[config.mk]
export PLATFORM = sky130hd
export DESIGN_NAME = tdc_pulse_pair_gen
export DESIGN_NICKNAME = d
export VERILOG_FILES = /design/src/rtl/tdc_pulse_pair_gen.sv
export SDC_FILE = /design/constraint.sdc
export NUM_CORES = 1
export LEC_CHECK = 0
export BUFFER_PORTS_ARGS = -buffer_cell sky130_fd_sc_hd__buf_2
export CORE_MARGIN = 5
export CORE_UTILIZATION = 60
export DETAILED_ROUTE_END_ITERATION = 10
export GPL_ROUTABILITY_DRIVEN = 1
export MAX_ROUTING_LAYER = met4
export PLACE_DENSITY = 0.8
export SYNTH_ARGS = -nofsm -noshare
export SYNTH_HDL_FRONTEND = slang
export SYNTH_SLANG_ARGS = --single-unit
[constraint.sdc]
create_clock -name clk -period 6.1 [get_ports clk]
set_input_delay 0.305 -clock clk [delete_from_list [all_inputs] [get_ports clk]]
set_output_delay 0.305 -clock clk [all_outputs]
set_load 0.005 [all_outputs]
[src/rtl/tdc_pulse_pair_gen.sv]
// Start/stop pulse-pair generator driving a TDC for self-test and calibration.
// Emits start, then stop D cycles later, each W cycles wide; optional auto-repeat.
module tdc_pulse_pair_gen #(
    parameter int unsigned GAP_CYCLES = 16,
    parameter int unsigned CNT_W      = 8
) (
    input  logic             clk,
    input  logic             rst,
    input  logic             trig_i,
    input  logic [7:0]       delay_i,
    input  logic [1:0]       width_i,
    input  logic             repeat_i,
    input  logic             abort_i,
    input  logic             cnt_clr_i,
    output logic             start_o,
    output logic             stop_o,
    output logic             busy_o,
    output logic             done_o,
    output logic [CNT_W-1:0] pair_cnt_o
);

    localparam int unsigned D_W   = 8;
    localparam int unsigned W_W   = 3;
    localparam int unsigned T_W   = 9;
    localparam int unsigned GAP_W = 8;

    typedef enum logic [1:0] {
        S_IDLE,
        S_ACTIVE,
        S_GAP
    } state_e;

    state_e             state_q, state_d;
    logic [T_W-1:0]     t_q, t_d;
    logic [D_W-1:0]     d_q, d_d;
    logic [W_W-1:0]     w_q, w_d;
    logic [GAP_W-1:0]   gap_q, gap_d;
    logic               start_q, start_d;
    logic               stop_q, stop_d;
    logic               busy_q, busy_d;
    logic               done_q, done_d;
    logic [CNT_W-1:0]   cnt_q, cnt_d;
    logic [T_W-1:0]     last_t_q;
    logic [T_W-1:0]     pair_len_d;
    logic               act_d;

    assign last_t_q = {1'b0, d_q} + T_W'(w_q) - T_W'(1);

    // Next-state: abort dominates; D/W only latched on trigger acceptance
    always_comb begin
        state_d = state_q;
        t_d     = t_q;
        d_d     = d_q;
        w_d     = w_q;
        gap_d   = gap_q;
        if (abort_i) begin
            state_d = S_IDLE;
        end else begin
            case (state_q)
                S_IDLE: begin
                    if (trig_i) begin
                        d_d     = delay_i;
                        w_d     = {1'b0, width_i} + W_W'(1);
                        t_d     = '0;
                        state_d = S_ACTIVE;
                    end
                end
                S_ACTIVE: begin
                    if (t_q == last_t_q) begin
                        gap_d   = '0;
                        state_d = repeat_i ? S_GAP : S_IDLE;
                    end else begin
                        t_d = t_q + T_W'(1);
                    end
                end
                S_GAP: begin
                    if (gap_q == GAP_W'(GAP_CYCLES - 1)) begin
                        t_d     = '0;
                        state_d = S_ACTIVE;
                    end else begin
                        gap_d = gap_q + GAP_W'(1);
                    end
                end
                default: state_d = S_IDLE;
            endcase
        end
    end

    // Outputs are precomputed from the next state so they can be flopped
    always_comb begin
        act_d      = (state_d == S_ACTIVE);
        pair_len_d = {1'b0, d_d} + T_W'(w_d);
        start_d    = act_d && (t_d < T_W'(w_d));
        stop_d     = act_d && (t_d >= T_W'(d_d)) && (t_d < pair_len_d);
        done_d     = act_d && (t_d == pair_len_d - T_W'(1));
        busy_d     = (state_d != S_IDLE);
        if (cnt_clr_i) begin
            cnt_d = '0;
        end else if (done_q) begin
            cnt_d = cnt_q + CNT_W'(1);
        end else begin
            cnt_d = cnt_q;
        end
    end

    always_ff @(posedge clk or posedge rst) begin
        if (rst) begin
            state_q <= S_IDLE;
            t_q     <= '0;
            d_q     <= '0;
            w_q     <= '0;
            gap_q   <= '0;
            start_q <= 1'b0;
            stop_q  <= 1'b0;
            busy_q  <= 1'b0;
            done_q  <= 1'b0;
            cnt_q   <= '0;
        end else begin
            state_q <= state_d;
            t_q     <= t_d;
            d_q     <= d_d;
            w_q     <= w_d;
            gap_q   <= gap_d;
            start_q <= start_d;
            stop_q  <= stop_d;
            busy_q  <= busy_d;
            done_q  <= done_d;
            cnt_q   <= cnt_d;
        end
    end

    assign start_o    = start_q;
    assign stop_o     = stop_q;
    assign busy_o     = busy_q;
    assign done_o     = done_q;
    assign pair_cnt_o = cnt_q;

endmodule

==> metrics.yaml, run 1 <==
syn_inst: 392
cts_sinks: 42
clk_latency_ns: 0.30
min_period_ns: 5.00
max-cap-violations: 0
core-area_um2: 5820
async_flop_share_pct: 100
arrival_ns: 5.18
crit_type: "flip-flop to flip-flop"
row_count: 28
antenna_found_initial: 0
rsz0062_at_grt: "false"
io_buffers: 27
tritoncts: "yes"
cts_buffers: 5
register_area_um2: 1050
cts_hold_buf: 0
wl_mm: 7.72
first_iter_violations: 140
worst_hold_slack_ns: 0.0148
fmaxAchievable_mhz: 200
hp-class: "input port to asynchronous set/reset pin"
peakVddDrop_mv: 0.250
grt_pass1_wl_mm: 13.2
nets: 480
synth-seq-cells: 42
post_drt_wl_per_cell_um: 15.5
cellLeakagePower_nw: 1.96
cts_buffer_depth: 2
die_area_um2: 7540
via_count: 2898
drc: 0
first_global_vias: 2921
synthDistinctLibCells: 62
overflow: 0
htree_levels: 2
cts_resized: 0
multi_input_area_um2: 2280
worst_slack_ns: 1.10
slew_viol_final: 0
syn_avg_cell_area_um2: 9.03
die_height_um: 86.8
post-route-util_pct: 66.8
boundaryPins: 28
syn_nets: 451
cts_setup_buffers: 0
dpl.hpwl_mm: 6.03
cts.clk_slew.worst_paths_ns: 0.08
vias_per_cell: 5.83
fill_cells: 489
critPathLaunchType: "flip-flop"
drive_above_1_share_pct: 14.0
dr.pass1.iters: 4
root_buffer: "clkbuf_8"
ant_nets: 0
yosysWarnings: 0
grt_start_max_net_pins: 25
status: "complete, no violations"
setup_viol: 0
ys_seq_area_share_pct: 29.7
crit_required_ns: 6.28
slew_headroom_pct: 39.9
critPathMaxFanout: 5
start_util_pct: 60.9
antenna_cells: 0
area_delta_synth_final_pct: 9.68
synth_flop_cell: "dfrtp_1"
endpoint_kind: "flip-flop"
finalHoldViolCount: 0
max_slew.worst_pin.slew_ns: 0.895
p_per_area_nw_per_um2: 309
synth_edf_count: 0
die_w_um: 86.8
clock-skew-final_ns: 0.00398
grt_use_total_pct: 22.7
synth_area_um2: 3540
setup_tns_ns: 0
fin_crit_sh_pct: 82.0
dp_slack_ns: 1.15
gp_congestion: 0.874
## kinds of logic (layout without fill, tap and decap cells)
kind of cell,Yosys count,count (layout),synth area share (%)
AOI/OAI and AO/OA,79,79,15.4
xor gates and xnor gates,33,33,8.80
adders and majority gates,43,43,15.6
buffers and inverters,50,80,5.79
DFF,42,42,29.7
muxes,16,16,4.59
and+or+nand+nor,129,129,20.1
## state kept, by name (all words and copies together) (netlist names)
name and flops:
done_o 1, pair_cnt_o 8, gap_q 8, start_o 1, busy_o 1, stop_o 1, state_q 2, w_q 3
d_q 8, t_q 9
## power breakdown
part | internal (mW) | leakage (nW) | switching, mW
Sequential | 0.305 | 0.559 | 0.0297
Combinational | 0.260 | 1.33 | 0.331
Clock | 0.175 | 0.0714 | 0.101
## worst paths after layout
path,start,endpoint,slack [ns],cells past startpoint
hold reg to reg,gap_q[7],gap_q[7],0.48,1
max in group asynchronous,rst,d_q[4],5.37,3
min in group clk,delay_i[2],d_q[2],0.26,3
setup / recovery,d_q[1],stop_o,1.10,24
hold / removal,rst,gap_q[1],0.01,2
setup reg to reg,d_q[1],stop_o,1.10,24
## synthesized netlist by cell type (all sizes together) (3+ instances only)
| cell | number | area, um2 |
|---|---|---|
| nor2 | 25 | 104 |
| a21oi | 15 | 75.1 |
| or3 | 5 | 31.3 |
| buf | 4 | 32.5 |
| xnor2 | 16 | 140 |
| nand2b | 6 | 37.5 |
| xor2 | 16 | 148 |
| nand4 | 9 | 56.3 |
| nor2b | 5 | 31.3 |
| nor4 | 5 | 37.5 |
| nor3 | 10 | 50.1 |
| nand2 | 28 | 105 |
| nand3 | 14 | 75.1 |
| dfrtp | 42 | 1050 |
| clkbuf | 3 | 11.3 |
| inv | 43 | 161 |
| and3 | 7 | 43.8 |
| ha | 41 | 513 |
| o21a | 5 | 37.5 |
| or2 | 5 | 31.3 |
| a21o | 6 | 46.3 |
| o21ai | 26 | 130 |
| mux2i | 14 | 140 |
| a22o | 4 | 35.0 |
## cells in the final DEF (no fill, tap or decap), drive strengths merged, types with 4 or more instances in the layout
cell type	count
nor2	25
dfrtp	42
nand2	28
or2	5
nand3	14
a21o	6
nand4	9
clkbuf	6
o21a	5
xnor2	16
or3	5
buf	29
a21oi	15
mux2i	14
ha	41
xor2	16
inv	42
a22o	4
nor4	5
nor3	10
and3	7
nand2b	6
nor2b	5
o21ai	26
## stage by stage
| stage | instance area, um2 | power (mW) | instances |
|---|---|---|---|
| detailed placement | 3740 | 0.931 | 489 |
| global placement | 3740 | 0.911 | 489 |
| floorplan | 3540 | 0.812 | 392 |
| finish | 3880 | 1.20 | 497 |
| CTS | 3880 | 1.21 | 497 |
| global route | 3880 | 1.31 | 497 |
## worst max-delay path, stage by stage (launching register included)
cell       delay (ns)
dfrtp_1          0.35
inv_1            0.04
ha_1             0.27
inv_1            0.06
ha_1             0.18
inv_1            0.06
fa_1             0.37
xor3_1           0.39
nand4_1          0.12
nor3_1           0.21
o2111ai_2        0.15
or2_1            0.30
o21ai_1          0.21
a22o_1           0.30
ha_1             0.26
nor2b_1          0.13
o21a_1           0.16
o21a_1           0.17
o21a_1           0.16
o21a_1           0.16
o21ai_0          0.13
nand2b_1         0.08
a21oi_1          0.16
nor2b_1          0.07
a2111oi_1        0.37
## routing by layer
metal / wire, um / vias up / part of all wire [%] / global-route usage [%]
li1: - / 1445 / - / -
met1: 3420 / 1381 / 44 / 26.2
met2: 3880 / 56 / 50 / 40.4
met3: 257 / 16 / 3.3 / 3.04
met4: 157 / 0 / 2.0 / 7.51
met5: 0 / - / 0 / -
## final cells by class
| class | count | area share, % |
|---|---|---|
| Multi-Input combinational cell | 300 | 58.8 |
| Clock inverter | 2 | 1.55 |
| Inverter | 43 | 4.16 |
| Clock buffer | 6 | 2.13 |
| Tap cell | 75 | 2.42 |
| Timing Repair Buffer | 29 | 3.87 |
| Sequential cell | 42 | 27.1 |
No activity file was read; power rests on OpenSTA's default activity.
==> inputs of run 2 (changes only) <==
CORE_UTILIZATION = 55   (was 60)
PLACE_DENSITY = 0.77   (was 0.8)
clock period = 4.5 ns   (was 6.1 ns; I/O delays follow)
==> metrics.yaml, run 2 (synthesized netlist as in run 1, its figures left out) <==
antenna_found_initial: 0  # unchanged
rsz0062_at_grt: "true"
start_util_pct: 56.1  # -4.8 points
drive_above_1_share_pct: 20.3  # +6.3 points
dpl.hpwl_mm: 6.54  # +8.5%
grt_use_total_pct: 21.0  # -1.7 points
cts.clk_slew.worst_paths_ns: 0.08  # about the same
io_buffers: 27  # unchanged
overflow: 0  # unchanged
fin_crit_sh_pct: 96.7  # +15 points
worst_hold_slack_ns: 0.191  # +0.176 ns
crit_required_ns: 4.69  # -1.59 ns
vias_per_cell: 5.78  # -0.93%
clock-skew-final_ns: 0.00512  # +0.00115 ns
startpoint: "d_q[1]"
grt_start_max_net_pins: 25  # unchanged
boundaryPins: 28  # unchanged
htree_levels: 2  # unchanged
final_common_cell: "dfrtp_1"
min_from: "delay_i[1]"
cts_sinks: 42  # unchanged
peakVddDrop_mv: 0.357  # +43%
core-area_um2: 6310  # +8.6%
max-cap-violations: 0  # unchanged
fill_cells: 553  # +13%
first_global_vias: 3005  # +2.9%
drc: 0  # unchanged
max_slew.worst_pin.slew_ns: 0.866  # -0.0292 ns
status: "complete, no violations"
regMostFlops: "t_q"
post_drt_wl_per_cell_um: 15.8  # +1.6%
combPwrFrac_pct: 55.8  # +6.6 points
worst_slack_ns: 0.148  # -0.949 ns
slew_headroom_pct: 41.9  # +2.0 points
p_switching_uw: 674  # +46%
dp_slack_ns: -0.130  # -1.28 ns
p_int_uw: 944  # +28%
sw_frac_of_total_pct: 41.7  # +3.2 points
via_count: 2975  # +2.7%
clkPwrFrac_pct: 16.0  # -6.9 points
critPathLaunchType: "flip-flop"
cellLeakagePower_nw: 2.02  # +3.5%
row_count: 29  # +3.6%
nets: 496  # +3.3%
wl_mm: 8.12  # +5.3%
gp_congestion: 0.894  # +2.3%
rr_startpoint: "d_q[1]"
hp-class: "input port to flip-flop"
arrival_ns: 4.54  # -0.64 ns
endpoint_kind: "flip-flop"
min_period_ns: 4.35  # -0.651 ns
seq_power_share_pct: 28.2  # +0.4 points
setup_viol: 0  # unchanged
ant_nets: 0  # unchanged
p_per_area_nw_per_um2: 402  # +30%
fmaxAchievable_mhz: 230  # +15%
root_buffer: "clkbuf_8"
first_iter_violations: 153  # +9.3%
slew_viol_final: 0  # unchanged
critPathMaxFanout: 3  # -2
antenna_cells: 0  # unchanged
cts_buffer_depth: 2  # unchanged
die_w_um: 90.2  # +3.9%
crit_type: "flip-flop to flip-flop"
clk_latency_ns: 0.30  # about the same
area_delta_synth_final_pct: 13.7
largest_reg_flops: 9  # unchanged
grt_pass1_wl_mm: 13.9  # +5.3%
cts_buffers: 5  # unchanged
total_power_mw: 1.62  # +35%
finalHoldViolCount: 0  # unchanged
die_height_um: 90.2  # +3.9%
layout_common_cells: "dfrtp_1 (42), inv_1 (41), ha_1 (40), nand2_1 (28), buf_2 (27)"
dr.pass1.iters: 4  # unchanged
tritoncts: "yes"
die_area_um2: 8140  # +8.0%
run 2: worst paths after layout:
| check | endpoint | slack (ns) | depth (start not counted) |
|---|---|---|---|
| max in group asynchronous | start_o | 3.32 | 4 |
| worst min register to register | gap_q[7] | 0.48 | 1 |
| worst max-delay path | stop_o | 0.15 | 24 |
| worst min-delay path | d_q[1] | 0.19 | 3 |
| worst max register to register | stop_o | 0.15 | 24 |
| min in group asynchronous | gap_q[3] | 0.48 | 3 |
run 2: through the flow:
step	util [%]	setup TNS, ns	instance area, um2	std cells
floorplan	-	0	3550	392
global placement	61.0	0	3850	504
detailed placement	61.0	-0.130	3850	504
CTS	63.1	0	3980	514
global route	63.8	-0.141	4030	515
finish	63.8	0	4030	515
run 2: worst max-delay path: stages (launching register included):
cell	delay (ns)
dfrtp_1	0.35
inv_1	0.05
ha_1	0.28
inv_1	0.06
ha_2	0.18
inv_2	0.04
fa_2	0.52
xor2_1	0.14
nand4_1	0.13
nor3_2	0.14
o2111ai_2	0.15
or2_1	0.27
o21ai_2	0.17
a22o_1	0.19
ha_1	0.24
nor2b_1	0.13
o21a_1	0.16
o21a_1	0.16
o21a_1	0.16
o21a_1	0.16
o21ai_1	0.11
nand2b_1	0.07
a21oi_1	0.14
nor2b_1	0.07
a2111oi_2	0.20
run 2: layout make-up:
cell class / instances / area (um2) / area share, %
multi-input combinational: 300 / 2350 / 58.3
sequential: 42 / 1050 / 26.1
timing repair buffer: 45 / 273 / 6.78
inverter: 43 / 161 / 4.01
tap: 77 / 96.3 / 2.39
clock buffer: 6 / 82.6 / 2.05
clock inverter: 2 / 12.5 / 0.311
run 2: power groups by stage:
stage / registers [mW] / logic, mW / clock network (mW)
final: 0.455 / 0.903 / 0.259
after floorplan: 0.444 / 0.661 / 0
after CTS: 0.455 / 0.864 / 0.268
after detailed placement: 0.462 / 0.844 / 0
after global routing: 0.462 / 1.01 / 0.287
after global placement: 0.460 / 0.812 / 0
run 2: what timing repair did:
action / CTS / global route
hold buffers: 1 / 0
endpoints found under the setup margin: 1 / 1
endpoints found under the hold margin: 18 / 0
setup buffers: 1 / 1
gates resized for setup: 7 / 10
pin swaps: 8 / 7
run 2: per-layer routing:
metal / wire length [um] / part of all wire, % / track usage (%) / vias up
met4: 109 / 1.3 / 6.45 / 0
met2: 4210 / 52 / 36.7 / 60
met3: 286 / 3.5 / 2.00 / 14
li1: - / - / - / 1468
met1: 3510 / 43 / 25.6 / 1433
met5: 0 / 0 / - / -
